==> src/rtl/key_sw_conditioner.sv <==
// Synchronises, debounces and edge-detects active-low keys/switches; per-key long-press FSM (auto-repeat when KEY_AUTO_REPEAT_EN is defined).
// Latency: raw edge to level/pulse output is 2 + DEBOUNCE_CYC cycles; no backpressure, outputs are free-running.
module key_sw_conditioner #(
  parameter int KEY_NUM      = 3,
  parameter int SW_NUM       = 3,
  parameter int DEBOUNCE_CYC = 1_000_000,
  parameter int LONG_CYC     = 50_000_000,
  parameter int REPEAT_CYC   = 10_000_000
) (
  input  logic               fpga_clk_50,
  input  logic               fpga_rst_n,
  input  logic [KEY_NUM-1:0] usr_key_i,
  input  logic [SW_NUM-1:0]  usr_sw_i,
  output logic [KEY_NUM-1:0] key_down_o,
  output logic [KEY_NUM-1:0] key_press_o,
  output logic [KEY_NUM-1:0] key_release_o,
  output logic [KEY_NUM-1:0] key_long_o,
  output logic [SW_NUM-1:0]  sw_on_o,
  output logic [SW_NUM-1:0]  sw_change_o,
  output logic               any_event_o
);

  localparam int CH = KEY_NUM + SW_NUM;
  localparam int DW = $clog2(DEBOUNCE_CYC);
  localparam int LW = $clog2(LONG_CYC);
  localparam logic [DW-1:0] DB_LAST   = DW'(DEBOUNCE_CYC - 1);
  localparam logic [LW-1:0] HOLD_LAST = LW'(LONG_CYC - 1);
  localparam logic [LW-1:0] HOLD_PRE  = LW'(LONG_CYC - 2);

  typedef enum logic [1:0] {K_IDLE = 2'd0, K_PRESSED = 2'd1, K_LONG = 2'd2} key_state_e;

  logic [CH-1:0]      raw;
  logic [CH-1:0]      sync1_q, sync2_q;
  logic [CH-1:0]      stable_q, stable_d;
  logic [CH-1:0]      rise, fall;
  logic [DW-1:0]      db_cnt_q [CH];
  logic [DW-1:0]      db_cnt_d [CH];
  key_state_e         kst_q [KEY_NUM];
  key_state_e         kst_d [KEY_NUM];
  logic [LW-1:0]      hold_q [KEY_NUM];
  logic [LW-1:0]      hold_d [KEY_NUM];
  logic [KEY_NUM-1:0] press_q, press_d, release_q, release_d, long_q, long_d, rep_pulse;
  logic [SW_NUM-1:0]  sw_chg_q, sw_chg_d;
  logic               any_q, any_d;

`ifdef KEY_AUTO_REPEAT_EN
  localparam int RW = $clog2(REPEAT_CYC);
  localparam logic [RW-1:0] REP_LAST = RW'(REPEAT_CYC - 1);
  logic [RW-1:0] rep_q [KEY_NUM];
  logic [RW-1:0] rep_d [KEY_NUM];
`endif

  assign raw = {usr_sw_i, usr_key_i};

  always_comb begin
    stable_d = stable_q;
    for (int c = 0; c < CH; c++) begin
      db_cnt_d[c] = '0;
      if (sync2_q[c] != stable_q[c]) begin
        if (db_cnt_q[c] == DB_LAST) stable_d[c] = sync2_q[c];
        else                        db_cnt_d[c] = db_cnt_q[c] + DW'(1);
      end
    end
  end

  assign rise = stable_d & ~stable_q;
  assign fall = ~stable_d & stable_q;

  always_comb begin
    for (int k = 0; k < KEY_NUM; k++) begin
      kst_d[k]     = kst_q[k];
      hold_d[k]    = hold_q[k];
      long_d[k]    = 1'b0;
      rep_pulse[k] = 1'b0;
`ifdef KEY_AUTO_REPEAT_EN
      rep_d[k]     = rep_q[k];
`endif
      case (kst_q[k])
        K_IDLE: begin
          if (rise[k]) begin
            kst_d[k]  = K_PRESSED;
            hold_d[k] = '0;
          end
        end
        K_PRESSED: begin
          // a release landing on the terminal count wins, so no long pulse
          if (fall[k]) begin
            kst_d[k]  = K_IDLE;
            hold_d[k] = '0;
          end else if (hold_q[k] == HOLD_PRE) begin
            kst_d[k]  = K_LONG;
            hold_d[k] = HOLD_LAST;
            long_d[k] = 1'b1;
`ifdef KEY_AUTO_REPEAT_EN
            rep_d[k]  = '0;
`endif
          end else begin
            hold_d[k] = hold_q[k] + LW'(1);
          end
        end
        K_LONG: begin
          if (fall[k]) begin
            kst_d[k]  = K_IDLE;
            hold_d[k] = '0;
`ifdef KEY_AUTO_REPEAT_EN
            rep_d[k]  = '0;
          end else if (rep_q[k] == REP_LAST) begin
            rep_d[k]     = '0;
            rep_pulse[k] = 1'b1;
          end else begin
            rep_d[k] = rep_q[k] + RW'(1);
`endif
          end
        end
        default: begin
          kst_d[k]  = K_IDLE;
          hold_d[k] = '0;
        end
      endcase
    end
    press_d   = rise[KEY_NUM-1:0] | rep_pulse;
    release_d = fall[KEY_NUM-1:0];
    sw_chg_d  = rise[CH-1:KEY_NUM] | fall[CH-1:KEY_NUM];
    any_d     = |{press_d, release_d, long_d, sw_chg_d};
  end

  always_ff @(posedge fpga_clk_50 or negedge fpga_rst_n) begin
    if (!fpga_rst_n) begin
      sync1_q   <= '1;
      sync2_q   <= '0;  // second stage is already active-high: 0 means released/off
      stable_q  <= '0;
      press_q   <= '0;
      release_q <= '0;
      long_q    <= '0;
      sw_chg_q  <= '0;
      any_q     <= 1'b0;
      for (int c = 0; c < CH; c++) db_cnt_q[c] <= '0;
      for (int k = 0; k < KEY_NUM; k++) begin
        kst_q[k]  <= K_IDLE;
        hold_q[k] <= '0;
`ifdef KEY_AUTO_REPEAT_EN
        rep_q[k]  <= '0;
`endif
      end
    end else begin
      sync1_q   <= raw;
      sync2_q   <= ~sync1_q;
      stable_q  <= stable_d;
      press_q   <= press_d;
      release_q <= release_d;
      long_q    <= long_d;
      sw_chg_q  <= sw_chg_d;
      any_q     <= any_d;
      for (int c = 0; c < CH; c++) db_cnt_q[c] <= db_cnt_d[c];
      for (int k = 0; k < KEY_NUM; k++) begin
        kst_q[k]  <= kst_d[k];
        hold_q[k] <= hold_d[k];
`ifdef KEY_AUTO_REPEAT_EN
        rep_q[k]  <= rep_d[k];
`endif
      end
    end
  end

  assign key_down_o    = stable_q[KEY_NUM-1:0];
  assign sw_on_o       = stable_q[CH-1:KEY_NUM];
  assign key_press_o   = press_q;
  assign key_release_o = release_q;
  assign key_long_o    = long_q;
  assign sw_change_o   = sw_chg_q;
  assign any_event_o   = any_q;

endmodule

==> config.mk <==
export PLATFORM = sky130hd
export DESIGN_NAME = key_sw_conditioner
export DESIGN_NICKNAME = d
export VERILOG_FILES = /design/src/rtl/key_sw_conditioner.sv
export SDC_FILE = /design/constraint.sdc
export NUM_CORES = 1
export LEC_CHECK = 0
export CAP_MARGIN = 10
export CELL_PAD_IN_SITES_DETAIL_PLACEMENT = 1
export CELL_PAD_IN_SITES_GLOBAL_PLACEMENT = 1
export CORE_MARGIN = 2
export CORE_UTILIZATION = 35
export DETAILED_ROUTE_END_ITERATION = 8
export PLACE_DENSITY = 0.61
export SYNTH_ARGS = -nofsm -noshare
export SYNTH_HDL_FRONTEND = slang
export SYNTH_SLANG_ARGS = --single-unit
==> constraint.sdc <==
create_clock -name fpga_clk_50 -period 4.09 [get_ports fpga_clk_50]
set_input_delay 0.818 -clock fpga_clk_50 [delete_from_list [all_inputs] [get_ports fpga_clk_50]]
set_output_delay 0.818 -clock fpga_clk_50 [all_outputs]
set_load 0.02 [all_outputs]
==> impl_metrics.prom <==
# TYPE chip_impl_metric gauge
chip_impl_metric{name="layout-area-overhead-vs-synth",unit="%"} 14.1
chip_impl_metric{name="gr-usage-all-layers",unit="%"} 17.3
chip_impl_metric{name="clk_transition_reported_paths",unit="ns"} 0.06
chip_impl_metric{name="dp_slack",unit="ns"} 1.09
chip_impl_metric{name="final_antenna_net_count",unit=""} 0
chip_impl_metric{name="syn_avg_cell_area",unit="µm²"} 9.42
chip_impl_metric{name="synth_top_cell_area_share",unit="%"} 47.5
chip_impl_metric{name="grt.overflow.total",unit=""} 0
chip_impl_metric{name="number_of_flops_mapped_to_enable_cells_by_yosys",unit=""} 0
chip_impl_info{name="reg2reg_from",value="db_cnt_q[71]$_DFF_PN0_"} 1
chip_impl_info{name="main_combinational_cell_family_by_area_after_synthesis",value="simple AND/OR/NAND/NOR gates"} 1
chip_impl_metric{name="fp.dieH",unit="µm"} 190
chip_impl_metric{name="drt_wl_total",unit="µm"} 29900
chip_impl_info{name="synthMostInstantiatedCell",value="sky130_fd_sc_hd__dfrtp_1"} 1
chip_impl_metric{name="syn-cell-area",unit="mm²"} 0.0121
chip_impl_metric{name="timing.fmax",unit="MHz"} 338
chip_impl_metric{name="placement.io_buffers",unit=""} 26
chip_impl_metric{name="synth_simple_gate_area_share",unit="%"} 25.8
chip_impl_info{name="critical_path.slowest_cell",value="sky130_fd_sc_hd__or4_1"} 1
chip_impl_metric{name="post_cts_buffers",unit=""} 0
chip_impl_metric{name="post_synth_inst_count",unit=""} 1279
chip_impl_metric{name="synth-adder-area-share",unit="%"} 1.25
chip_impl_metric{name="initial_core_util",unit="%"} 35.8
chip_impl_metric{name="cts_max_path_buffers",unit=""} 3
chip_impl_metric{name="dpl_cell_area",unit="mm²"} 0.0128
chip_impl_metric{name="fin_crit",unit="ns"} 2.96
chip_impl_metric{name="layout_worst_path_cycle_share",unit="%"} 72.4
chip_impl_info{name="hp-class",value="primary input to asynchronous set/reset pin"} 1
chip_impl_metric{name="final_replace_weighted_congestion",unit=""} 0.768
chip_impl_metric{name="power_per_cell_area",unit="mW/mm²"} 370
chip_impl_info{name="clk_root_buffer_cell",value="sky130_fd_sc_hd__clkbuf_16"} 1
chip_impl_metric{name="pin_count_of_the_biggest_net_entering_global_routing",unit=""} 85
chip_impl_metric{name="routed_wire_length_per_instance",unit="µm"} 17.0
chip_impl_metric{name="slew_at_the_pin_closest_to_its_max_slew_limit",unit="ns"} 0.957
chip_impl_metric{name="ff2ff_setup_slack",unit="ns"} 1.13
chip_impl_metric{name="clock_sink_count",unit=""} 235
chip_impl_info{name="dominantRegCellSynth",value="sky130_fd_sc_hd__dfrtp_1"} 1
chip_impl_metric{name="io_pins",unit=""} 27
chip_impl_metric{name="multi_input_comb_area",unit="mm²"} 0.00578
chip_impl_info{name="end_kind",value="flip-flop"} 1
chip_impl_metric{name="synthDistinctLibCells",unit=""} 67
chip_impl_metric{name="num_vias",unit=""} 9565
chip_impl_metric{name="route.detailed.drc",unit=""} 0
chip_impl_metric{name="cpPeakStageDelay",unit="ns"} 0.65
chip_impl_info{name="tritoncts",value="yes"} 1
chip_impl_metric{name="max-vdd-ir-drop",unit="µV"} 277
chip_impl_metric{name="worst_case_clock_skew",unit="ns"} 0.0107
chip_impl_metric{name="postSynthNetCount",unit=""} 1299
chip_impl_metric{name="post_route_cells_drive_above_1_share",unit="%"} 7.37
chip_impl_metric{name="ctsResizeCount",unit=""} 0
chip_impl_metric{name="dr.first_iter.drc_count",unit=""} 374
chip_impl_metric{name="clkLatencyLatePin",unit="ns"} 0.56
chip_impl_metric{name="crit_fanout",unit=""} 21
chip_impl_metric{name="antenna_cells",unit=""} 0
chip_impl_metric{name="async_flop_share",unit="%"} 100
chip_impl_metric{name="setup-tns-final",unit="ns"} 0
chip_impl_metric{name="timing.final.hold_violations",unit=""} 0
chip_impl_metric{name="static-leakage-power",unit="nW"} 5.59
chip_impl_metric{name="dp_hpwl",unit="µm"} 19600
chip_impl_metric{name="worst-endpoint-arrival",unit="ns"} 3.36
chip_impl_info{name="run_status",value="finished clean"} 1
chip_impl_info{name="worst-setup-path-type",value="flip-flop to flip-flop"} 1
chip_impl_metric{name="nNetsFinal",unit=""} 1314
chip_impl_metric{name="clock_tree.htree_level_count",unit=""} 1
chip_impl_metric{name="r2r.worst_path.cells",unit=""} 5
chip_impl_info{name="crit_chain",value="or4b_1 -> or4_1 -> o31a_1 -> a2111oi_0 -> nand4b_1"} 1
chip_impl_info{name="synthTopCellsByArea",value="sky130_fd_sc_hd__dfrtp_1 (48%), sky130_fd_sc_hd__nor2_1 (4.9%), sky130_fd_sc_hd__xor2_1 (4.2%), sky130_fd_sc_hd__xnor2_1 (3.6%), sky130_fd_sc_hd__nand3_1 (3.3%)"} 1
chip_impl_metric{name="floorplan.die.width",unit="µm"} 190
chip_impl_metric{name="synth-seq-cells",unit=""} 235
chip_impl_metric{name="cts.hold.buffers_added",unit=""} 0
chip_impl_metric{name="core_area",unit="mm²"} 0.0337
chip_impl_metric{name="final_max_slew_viol_count",unit=""} 0
chip_impl_metric{name="worst_slew_margin_relative_to_its_limit",unit="%"} 36.2
chip_impl_metric{name="detail_route.vias_per_cell",unit=""} 5.42
chip_impl_metric{name="die-area",unit="mm²"} 0.0359
chip_impl_info{name="synth_top_cells_by_count",value="sky130_fd_sc_hd__dfrtp_1 (229), sky130_fd_sc_hd__nor2_1 (158), sky130_fd_sc_hd__nand2_1 (92)"} 1
chip_impl_info{name="rsz0062_at_grt",value="no"} 1
chip_impl_metric{name="n_fill_cell",unit=""} 3857
chip_impl_metric{name="first_pass_grt_wire_length",unit="µm"} 51700
chip_impl_metric{name="synth_xor_area_share",unit="%"} 7.85
chip_impl_info{name="post-synth-top-area-cell",value="sky130_fd_sc_hd__dfrtp_1"} 1
chip_impl_metric{name="synth_compound_gate_area_share",unit="%"} 12.0
chip_impl_metric{name="antenna_found_initial",unit=""} 0
chip_impl_info{name="start_kind",value="flip-flop"} 1
chip_impl_metric{name="layout.area.seq",unit="mm²"} 0.00589
chip_impl_metric{name="yosys_warnings",unit=""} 0
chip_impl_metric{name="muxShareOfSynthArea",unit="%"} 1.02
chip_impl_metric{name="first_pass_detailed_route_iteration_total",unit=""} 4
chip_impl_metric{name="cts_inserted_buffers",unit=""} 29
chip_impl_metric{name="synth_sequential_area_ratio",unit="%"} 48.9
chip_impl_metric{name="drv_cap",unit=""} 0
chip_impl_metric{name="fin_area",unit="mm²"} 0.0138
chip_impl_metric{name="finalWorstSetupSlack",unit="ns"} 1.13
chip_impl_info{name="r2r-end",value="any_event_o$_DFF_PN0_"} 1
chip_impl_metric{name="placement_rows",unit=""} 67
chip_impl_metric{name="grt_pass1_vias",unit=""} 10100
chip_impl_metric{name="setup_viol_count_final",unit=""} 0
chip_impl_metric{name="worst-endpoint-required",unit="ns"} 4.49
==> worst max-delay path, delay by kind of cell, from the launching register on <==
family | cells | cell delay (ns)
simple gates | 3 | 1.32
compound gates | 2 | 1.06
flops | 1 | 0.42
==> kinds of logic (layout without fill, tap and decap cells) <==
logic type / Yosys count / after routing
XOR/XNOR: 108 / 108
flip-flops: 235 / 235
AO/OA/AOI/OAI: 217 / 217
buffers and inverters: 102 / 139
adder cells (fa/ha/maj): 12 / 12
multiplexers: 11 / 11
AND/OR/NAND/NOR: 594 / 594
==> worst max path at each step <==
stage	startpoint	to	slack, ns	depth (start not counted)
floorplan	db_cnt_q[71]$_DFF_PN0_	hold_q[10]$_DFFE_PN0P_	1.42	7
global placement	db_cnt_q[71]$_DFF_PN0_	any_event_o$_DFF_PN0_	1.20	5
detailed placement	db_cnt_q[71]$_DFF_PN0_	any_event_o$_DFF_PN0_	1.09	5
CTS	db_cnt_q[71]$_DFF_PN0_	any_event_o$_DFF_PN0_	1.09	5
global route	db_cnt_q[71]$_DFF_PN0_	any_event_o$_DFF_PN0_	0.96	5
finish	db_cnt_q[71]$_DFF_PN0_	any_event_o$_DFF_PN0_	1.13	5
==> flip-flops by register name, summed over array words and instances (netlist names) <==
signal and count:
kst_q 6, any_event_o 1, db_cnt_q 120, key_long_o 3
key_release_o 3, sw_change_o 3, stable_q 6, key_press_o 3
hold_q 78, sync1_q 6, sync2_q 6
==> where the power goes <==
part / leakage (nW) / switching, W / total, W / internal (W)
Clock: 0.475 / 0.00103 / 0.00260 / 0.00158
Sequential: 3.23 / 0.0000202 / 0.00237 / 0.00235
Combinational: 1.88 / 0.0000865 / 0.000116 / 0.0000297
==> area by class of cell <==
class / instances / area share, %
Sequential cell: 235 / 42.8
Inverter: 45 / 1.23
Clock inverter: 13 / 1.08
Clock buffer: 40 / 5.94
Multi-Input combinational cell: 942 / 42.0
Tap cell: 448 / 4.07
Timing Repair Buffer: 41 / 2.84
==> per-stage QoR <==
step / power (W) / hold WS [ns] / util [%] / instances
after floorplan: 0.00245 / 0.405 / - / 1279
after global placement: 0.00253 / 0.406 / 38.0 / 1711
after detailed placement: 0.00253 / 0.414 / 38.0 / 1711
after CTS: 0.00519 / 0.246 / 40.8 / 1764
after global routing: 0.00529 / 0.268 / 40.8 / 1764
final: 0.00509 / 0.237 / 40.8 / 1764
==> per-layer routing <==
| metal | share of wire, % | vias to the layer above | global-route usage (%) |
|---|---|---|---|
| met4 | 1.9 | 0 | 4.71 |
| met2 | 46 | 70 | 28.2 |
| met1 | 49 | 4829 | 24.2 |
| met5 | 0 | - | 0 |
| met3 | 2.5 | 34 | 2.20 |
| li1 | - | 4632 | - |
==> placed cells by master, fill, tap and decap left out, drive strengths merged, types with 17 or more instances in the layout <==
cell type,count
nor4,30
nand3,80
a31oi,35
nand2,92
nor2,158
clkbuf,40
o21ai,44
a21o,17
xnor2,50
clkdlybuf4s50,25
and4,18
nor3,36
and3,22
nand4,48
dfrtp,229
xor2,58
a21oi,44
or3,18
inv,45
or4,21
Power figures use the tool's default switching activity.
